`config.mk`:
```
export PLATFORM = sky130hd
export DESIGN_NAME = qec_round_scheduler
export DESIGN_NICKNAME = d
export VERILOG_FILES = /design/src/rtl/qec_round_scheduler.sv
export SDC_FILE = /design/constraint.sdc
export NUM_CORES = 1
export LEC_CHECK = 0
export ABC_AREA = 1
export BUFFER_PORTS_ARGS = -buffer_cell sky130_fd_sc_hd__buf_2
export CAP_MARGIN = 20
export CORE_UTILIZATION = 53
export DETAILED_ROUTE_END_ITERATION = 6
export PLACE_DENSITY_LB_ADDON = 0.08
export RECOVER_POWER = 100
export SKIP_CTS_REPAIR_TIMING = 1
export SYNTH_ARGS = -nofsm -noshare
export SYNTH_HDL_FRONTEND = slang
export SYNTH_SLANG_ARGS = --single-unit
```
`constraint.sdc`:
```
create_clock -name CLK -period 1.6 [get_ports CLK]
set_input_delay 0.16 -clock CLK [delete_from_list [all_inputs] [get_ports CLK]]
set_output_delay 0.16 -clock CLK [all_outputs]
set_load 0.01 [all_outputs]
```
`src/rtl/qec_round_scheduler.sv`:
```
// qec_round_scheduler
//   Sequences syndrome-extraction rounds for the 5-qubit code. It keeps requesting
//   ancilla measurements until the same syndrome has been seen CONFIRM times in a row.
//   It then holds that syndrome on the shared decoder LUT and collects the X/Y/Z
//   correction slots. Finally it emits a merged Pauli frame to the correction-apply stage.
// Ports
//   CLK, RST            clock (rising edge), synchronous active-high reset
//   start               pulse, begins a correction cycle when idle
//   meas_req/valid/syn  measurement-round handshake with the readout front end
//   dec_ancilla         syndrome presented to the decoder LUT
//   dec_correction/axis decoder answer: 5-bit correction tagged 00 none, 01 X, 10 Y, 11 Z
//   frame_valid/ready   frame handshake toward the consumer
//   frame_x/z/err       merged Pauli frame; x/z are forced to 0 when err is set
//   rounds_used         measurement rounds consumed, valid with frame_valid
//   busy                high whenever not idle
module qec_round_scheduler #(
  parameter int DEC_LAT    = 3,
  parameter int CONFIRM    = 2,
  parameter int MAX_ROUNDS = 8,
  parameter int COLLECT_TO = 6
) (
  input  logic       CLK,
  input  logic       RST,
  input  logic       start,
  output logic       meas_req,
  input  logic       meas_valid,
  input  logic [3:0] meas_syn,
  output logic [3:0] dec_ancilla,
  input  logic [4:0] dec_correction,
  input  logic [1:0] dec_axis,
  output logic       frame_valid,
  input  logic       frame_ready,
  output logic [4:0] frame_x,
  output logic [4:0] frame_z,
  output logic       frame_err,
  output logic [3:0] rounds_used,
  output logic       busy
);

  typedef enum logic [2:0] {
    S_IDLE, S_MEAS, S_CHECK, S_SETTLE, S_COLLECT, S_OUT
  } state_t;

  state_t     r_state, w_next;
  logic [3:0] r_cur_syn, r_prev_syn, r_match_cnt, r_round_cnt, r_dec_anc;
  logic [4:0] r_cx, r_cy, r_cz, r_fx, r_fz;
  logic [2:0] r_seen;
  logic [7:0] r_tmr;
  logic       r_ferr;

  logic       w_hs, w_confirm, w_settle_done, w_collect_to, w_all_seen;
  logic [3:0] w_match;
  logic [4:0] w_cx, w_cy, w_cz;
  logic [2:0] w_seen;
  logic [10:0] w_merged;

  function automatic logic [3:0] sat_inc(input logic [3:0] v);
    return (v == 4'hF) ? v : v + 4'd1;
  endfunction

  // {err, x, z}: exactly one nonzero slot is a legal single-qubit Pauli; Y sets both x and z.
  function automatic logic [10:0] merge_frame(input logic [4:0] cx, input logic [4:0] cy,
                                              input logic [4:0] cz);
    logic [2:0] nz;
    logic       err;
    nz  = {|cx, |cy, |cz};
    err = !(nz == 3'b100 || nz == 3'b010 || nz == 3'b001);
    return err ? {1'b1, 10'd0} : {1'b0, cx | cy, cz | cy};
  endfunction

  assign w_hs          = (r_state == S_MEAS) && meas_valid;
  // First round of a cycle always restarts the run, regardless of the stale prev_syn.
  assign w_match       = (r_round_cnt == 4'd1 || r_cur_syn != r_prev_syn) ? 4'd1
                                                                          : sat_inc(r_match_cnt);
  assign w_confirm     = (w_match == 4'(CONFIRM));
  assign w_settle_done = (r_tmr == 8'(DEC_LAT - 1));
  assign w_collect_to  = (r_tmr == 8'(COLLECT_TO - 1));

  always_comb begin
    w_cx   = r_cx;
    w_cy   = r_cy;
    w_cz   = r_cz;
    w_seen = r_seen;
    case (dec_axis)
      2'b01:   begin w_cx = dec_correction; w_seen[0] = 1'b1; end
      2'b10:   begin w_cy = dec_correction; w_seen[1] = 1'b1; end
      2'b11:   begin w_cz = dec_correction; w_seen[2] = 1'b1; end
      default: ;
    endcase
  end

  assign w_all_seen = &w_seen;
  assign w_merged   = merge_frame(w_cx, w_cy, w_cz);

  always_ff @(posedge CLK) begin
    if (RST) r_state <= S_IDLE;
    else     r_state <= w_next;
  end

  always_comb begin
    w_next = r_state;
    case (r_state)
      S_IDLE:    if (start) w_next = S_MEAS;
      S_MEAS:    if (w_hs) w_next = S_CHECK;
      S_CHECK: begin
        if (w_confirm)                          w_next = (r_cur_syn == 4'd0) ? S_OUT : S_SETTLE;
        else if (r_round_cnt == 4'(MAX_ROUNDS)) w_next = S_OUT;
        else                                    w_next = S_MEAS;
      end
      S_SETTLE:  if (w_settle_done) w_next = S_COLLECT;
      S_COLLECT: if (w_all_seen || w_collect_to) w_next = S_OUT;
      S_OUT:     if (frame_ready) w_next = S_IDLE;
      default:   w_next = S_IDLE;
    endcase
  end

  always_ff @(posedge CLK) begin
    if (RST) begin
      r_cur_syn   <= '0;
      r_prev_syn  <= '0;
      r_match_cnt <= '0;
      r_round_cnt <= '0;
      r_dec_anc   <= '0;
      r_cx        <= '0;
      r_cy        <= '0;
      r_cz        <= '0;
      r_seen      <= '0;
      r_tmr       <= '0;
      r_fx        <= '0;
      r_fz        <= '0;
      r_ferr      <= 1'b0;
    end else begin
      case (r_state)
        S_IDLE: if (start) begin
          r_round_cnt <= '0;
          r_match_cnt <= '0;
          r_cx        <= '0;
          r_cy        <= '0;
          r_cz        <= '0;
          r_seen      <= '0;
        end
        S_MEAS: if (w_hs) begin
          r_cur_syn   <= meas_syn;
          r_round_cnt <= sat_inc(r_round_cnt);
        end
        S_CHECK: begin
          r_match_cnt <= w_match;
          r_prev_syn  <= r_cur_syn;
          r_tmr       <= '0;
          if (w_confirm) begin
            r_fx   <= '0;
            r_fz   <= '0;
            r_ferr <= 1'b0;
            if (r_cur_syn != 4'd0) r_dec_anc <= r_cur_syn;
          end else if (r_round_cnt == 4'(MAX_ROUNDS)) begin
            r_fx   <= '0;
            r_fz   <= '0;
            r_ferr <= 1'b1;
          end
        end
        S_SETTLE: r_tmr <= w_settle_done ? 8'd0 : r_tmr + 8'd1;
        S_COLLECT: begin
          r_cx   <= w_cx;
          r_cy   <= w_cy;
          r_cz   <= w_cz;
          r_seen <= w_seen;
          r_tmr  <= r_tmr + 8'd1;
          if (w_all_seen) begin
            {r_ferr, r_fx, r_fz} <= w_merged;
            r_dec_anc            <= '0;
          end else if (w_collect_to) begin
            r_fx      <= '0;
            r_fz      <= '0;
            r_ferr    <= 1'b1;
            r_dec_anc <= '0;
          end
        end
        default: ;
      endcase
    end
  end

  assign meas_req    = (r_state == S_MEAS);
  assign busy        = (r_state != S_IDLE);
  assign frame_valid = (r_state == S_OUT);
  assign frame_x     = frame_valid ? r_fx : 5'd0;
  assign frame_z     = frame_valid ? r_fz : 5'd0;
  assign frame_err   = frame_valid & r_ferr;
  assign rounds_used = frame_valid ? r_round_cnt : 4'd0;
  assign dec_ancilla = r_dec_anc;

endmodule
```
# After elaboration in Yosys (flattened, before gate mapping)
# Cells that the tools add are included.
# totals
reg_bits	60
in_bits	16
output_inout_bits	22
wordCells	125
# op_classes
addsub	3
eq_ne	29
muxes	51
n_bitwise	3
n_reduce_logical	25
# ops
cell	count
5-bit two-way mux	11
5-bit case mux with 2 select lines	5
4-bit two-way mux	10
3-bit two-way mux	9
4-bit case mux with 2 select lines	3
8-bit case mux with 3 select lines	1
3-bit case mux with 6 select lines	1
5-bit OR reduction	3
4-bit == test (second input constant)	3
2-bit inequality test (second input constant)	6
11-bit two-way mux	1
5-bit OR	2
3-bit by 2-bit == test with 1-bit output (second input constant)	3
3-bit == test (second input constant)	3
4-bit by 1-bit adder with 4-bit output (second input constant)	2
8-bit by 1-bit adder with 8-bit output (second input constant)	1
8-bit by 2-bit == test with 1-bit output (second input constant)	1
8-bit by 3-bit == test with 1-bit output (second input constant)	1
8-bit two-way mux	1
4-bit AND reduction	2
2-bit nonzero test	4
1-bit two-way mux	7
3-bit by 1-bit == test with 1-bit output (second input constant)	2
3-bit inequality test (second input constant)	2
18 further kinds	27

# Logic depth before layout (Yosys ltp)
# logic_depth
ltp_word	9
depth_mapped	16
depth_no_buf	14

# Worst setup path before layout
# Ideal clock, no wire load.
# synth_timing
path_type	register to register
startpoint	reg r_match_cnt[0]
endpoint	reg r_fx[0]
setup_ns	0.062
arrival_ns	1.623
required_time_ns	1.538
slack_ns	-0.085
stages_incl_launch_ff	11
n_path_buf	1
period_less_slack_ns	1.685
path_cell_list	dfxtp_1 -> ha_1 -> nand3_2 -> o21ai_0 -> nand3_1 -> nand3_2 -> nand3_4 -> buf_6 -> nand2_2 -> nand2_1 -> nor2_2
# synth_between
elab_chain_cells	6
word_cells_on_any_way	9
cone_classes	add/sub: 1; eq/ne: 3; mux: 4; reduce/logical: 1
# synth_rtl
item	line_no	text
start, declared	45	logic [3:0] r_cur_syn, r_prev_syn, r_match_cnt, r_round_cnt, r_dec_anc;
start signal, assigned	147	r_match_cnt <= w_match;
4-bit by 1-bit adder with 4-bit output / 4-bit == test (equally long branches)	58	return (v == 4'hF) ? v : v + 4'd1;
4-bit two-way mux *	58	
4-bit two-way mux *	73	assign w_match = (r_round_cnt == 4'd1 || r_cur_syn != r_prev_syn) ? 4'd1
4-bit by 2-bit == test with 1-bit output *	75	assign w_confirm = (w_match == 4'(CONFIRM));
3-bit inequality test (no source line) / 5-bit two-way mux (equally long branches)	-	
3-bit AND reduction (no source line) / 5-bit case mux with 2 select lines (equally long branches)	-	
end signal, assigned	169	{r_ferr, r_fx, r_fz} <= w_merged;
end, declared	46	logic [4:0] r_cx, r_cy, r_cz, r_fx, r_fz;
# Every way passes the cells marked *; elsewhere a longest branch is shown, timed or not.
# A chain may end at the register's enable or synchronous reset.

# Worst setup path after layout
# layout_timing
startpoint	reg r_match_cnt[0]
endpoint	reg r_ferr
# layout_between
elab_chain_cells	6
word_cells_on_any_way	9
cone_classes	add/sub: 1; eq/ne: 3; mux: 4; reduce/logical: 1
# layout_rtl
item	line_no	text
4-bit by 1-bit adder with 4-bit output / 4-bit == test (equally long branches)	58	
4-bit two-way mux *	58	
4-bit two-way mux *	73	
4-bit by 2-bit == test with 1-bit output *	75	
3-bit inequality test (no source line) / 1-bit two-way mux (equally long branches)	-	
3-bit AND reduction (no source line) / 1-bit case mux with 2 select lines (equally long branches)	-	
end signal, assigned	169	
end, declared	49	logic r_ferr;
# Marks and branches as above.

==> impl_results.md <==
* Final instance area at about 0.0047 sq mm
* CTS tree: yes
* Fmax at 600 MHz
* Fin. max-slew vios at 0
* Net count, final at roughly 660
* Worst Tran Pin Value at ~0.35 ns
* Crit share post-route at 104%
* Hold Fails Final Rpt at 0
* Hold crit path type: primary input to flip-flop
* Commonest register cell after synthesis: dfxtp_1
* Kind of critical path: flip-flop to flip-flop
* Die X-Extent at ~85 um
* Max-slew headroom at ~77%
* Max VDD drop at approximately 670 uV
* Post-synth EDFFs at 0
* Maxcap violations at 0
* Core area at about 0.0065 sq mm
* Crit path time final at 1.67 ns
* Clock buffer depth at 2
* Worst stage delay on the critical path at approximately 0.36 ns
* Vias/cell at between 5 and 6
* Crit path cell chain: ha_4 -> nand3_4 -> nand3_2 -> nor2_2 -> nand3_2 -> nand3_2 -> nand3_4 -> buf_6 -> nand2_1 -> nand2_1 -> nor2_1
* RSZ-0062 raised after global routing: yes
* HPWL Detailed at about 6 mm
* Most Frequent Cell on Critical Path: nand3_2
* Sink Count at 60
* Drt pass-1 iters at 6
* Async SR Flop Fraction at 0%
* CTS Root Buffer Type: clkbuf_8
* Clock-pin slew on the worst setup and hold paths at around 0.07 ns
* Remaining Overflow, GRT at 0
* Post-synthesis sequential area ratio at about a third
* Flops & latches, synth at 60
* Placement Cell Area at around 0.0041 sq mm
* Final Wtd Congestion at ~0.92
* Sequential share of power at between 30% and 40%
* Worst Path Arrival at approximately 1.9 ns
* Clk_lat worst skew at 0.33 ns
* Syn_area_per_cell at between 6 and 7 sq um
* GRT Overall Usage at 24.0%
* First-pass GRT wire length at approximately 14 mm
* Worst path required time at between 1.5 and 2 ns
* # diodes at 0
* Layout cell share with drive strength beyond 1 at a little over a third
* P per Cell Area at between 1000 and 1500 mW/mm^2
* CP Capture Type: flip-flop
* Synthesized area at roughly 0.0036 sq mm
* Cell Int Power at between 3000 and 4000 uW
* Syn Nets at a little under 600
* Sw Share at 36.6%
* Worst slack, placed at -0.0728 ns
* Comb pwr share at around two fifths
* Synth area leaders: dfxtp_1 33%, nand2_1 15%, inv_1 8.1%
* H-tree level count at 3
* Tot Pwr at 5610 uW
* Crit start category: flip-flop
* CP max stage cell: dfxtp_4
* Iteration-0 DRC Markers at between 150 and 200
* Vias in the first global route at 3169
* Setup Skew at around 0.0073 ns
* Routed vias at 3623
* Row Count at 29
* Mapped Cells at 557
* Area growth syn-to-layout at 30.7%
* Endpoints failing setup at 24
* Lkg Pwr at between 0.002 and 0.0025 uW
* Routed Antenna Nets at 0
* Pin count of the biggest net entering global routing at 26
* Port Buffers at 37
* Clock buffer count from CTS at 9
* YS warnings at 0
* Wire per inst at ~12 um
* Initial Utilization at a little under three fifths
* DIE AREA at 0.00714 sq mm
* Die Y at between 80 and 90 um
* Failing checks: DRC, setup timing
* Final core utilization at between 70% and 80%
* Hold WS at around 0.11 ns
* Initial antenna violation count at 0
* Run status: complete, but fails checks
* Distinct cells, synth at 36
* Sw power at around 2100 uW
* I/O pins at 38
* Routed WL at between 8 and 9 mm
* DRC viols at 4
* CP Max Fanout at 6
* Top-area cell type share of the netlist area at roughly 33%
* Setup slack after layout at -0.0655 ns
* Leading area contributor after synthesis: dfxtp_1
* Clock power frac at roughly 28%
per-stage QoR:
stage	setup TNS, ns	std cells
after floorplan	0	557
after global placement	-0.214	698
after detailed placement	-1.02	698
after CTS	-1.22	713
after global routing	-5.47	722
final	-0.711	722
layout make-up:
cell class,count,area (sq um)
Multi-Input combinational cell,394,2240
Fill cell,527,1740
Sequential cell,60,1220
Timing Repair Buffer,86,582
Inverter,90,350
Clock buffer,11,151
Tap cell,77,96.3
Clock inverter,4,72.6
sequential cells by signal (all words and copies together), names as in the netlist:
name	flops
r_tmr	8
r_cx	5
r_cy	5
r_cz	5
r_fx	5
r_fz	5
dec_ancilla	4
r_cur_syn	4
r_match_cnt	4
r_prev_syn	4
r_round_cnt	4
r_seen	3
r_state	3
r_ferr	1
per-layer routing:
metal,vias up,routed length (um),share of wire [%],global-route usage [%]
li1,1927,-,-,-
met1,1617,4370,49,33.7
met2,77,4120,46,37.3
met3,2,386,4.3,5.31
met4,0,31,0.35,6.32
met5,-,0,0,0
synthesized netlist by cell type, types with 7 or more instances:
cell type / instances
nand2_1: 147
nor2_1: 43
nor2_2: 16
nor3_1: 9
o21ai_0: 20
inv_1: 78
nand2_2: 16
ha_1: 7
dfxtp_1: 60
buf_6: 7
nand3_1: 51
inv_2: 9
o21ai_1: 7
a21oi_1: 44
logic make-up (layout without fill, tap and decap cells):
| logic type | after synthesis | count (layout) | share of synthesized area, % |
|---|---|---|---|
| AOI/OAI and AO/OA | 77 | 77 | 11.3 |
| xor gates and xnor gates | 1 | 1 | 0.243 |
| adders and majority gates | 7 | 7 | 2.43 |
| buffers and inverters | 106 | 191 | 12.9 |
| DFF | 60 | 60 | 33.3 |
| and+or+nand+nor | 306 | 309 | 39.8 |
worst paths after layout:
kind                               startpoint                         to  slack, ns  depth (start not counted)
hold / removal                    meas_syn[3]  r_cur_syn[3]$_SDFFE_PP0P_       0.11                          3
hold reg to reg          r_cx[4]$_SDFFE_PP0P_       r_cx[4]$_SDFFE_PP0P_       0.46                          2
setup / recovery  r_match_cnt[0]$_SDFFE_PP0P_        r_ferr$_SDFFE_PP0P_      -0.07                         11
setup reg to reg  r_match_cnt[0]$_SDFFE_PP0P_        r_ferr$_SDFFE_PP0P_      -0.07                         11
power by group through the flow:
| stage | logic (uW) | clock network, uW | registers (uW) |
|---|---|---|---|
| after floorplan | 1200 | 0 | 1790 |
| after global placement | 1700 | 0 | 1790 |
| after detailed placement | 1720 | 0 | 1800 |
| after CTS | 1730 | 1580 | 1760 |
| after global routing | 2510 | 1630 | 1810 |
| final | 2270 | 1550 | 1790 |
worst max-delay path, delay by kind of cell (launching register included):
kind	cells	cell delay (ns)
and+or+nand+nor	9	0.93
DFF	1	0.36
adders and majority gates	1	0.17
buffers and inverters	1	0.16
cells in the final DEF (no fill, tap or decap), types with 2 or more instances in the layout:
| cell | n |
|---|---|
| nand3_2 | 4 |
| bufinv_16 | 2 |
| clkbuf_8 | 11 |
| nor3_1 | 5 |
| nor3b_1 | 3 |
| nor2_2 | 16 |
| buf_12 | 2 |
| o21ai_2 | 4 |
| nor3b_2 | 2 |
| nand3_1 | 47 |
| inv_1 | 74 |
| buf_4 | 41 |
| nor3_2 | 3 |
| nand2_1 | 128 |
| nor2_1 | 39 |
| ha_1 | 6 |
| nand3_4 | 4 |
| buf_6 | 4 |
| o21ai_1 | 6 |
| nand2_4 | 6 |
| clkbuf_1 | 5 |
| dfxtp_2 | 11 |
| nor2_4 | 8 |
| inv_4 | 3 |
| buf_2 | 32 |
| a21oi_2 | 17 |
| clkbuf_2 | 2 |
| a21oi_1 | 28 |
| or2_2 | 2 |
| o21ai_0 | 18 |
| dfxtp_4 | 2 |
| dfxtp_1 | 47 |
| nand2_2 | 31 |
| nand4_1 | 6 |
| inv_2 | 11 |
(Power assumes the default switching activity.)
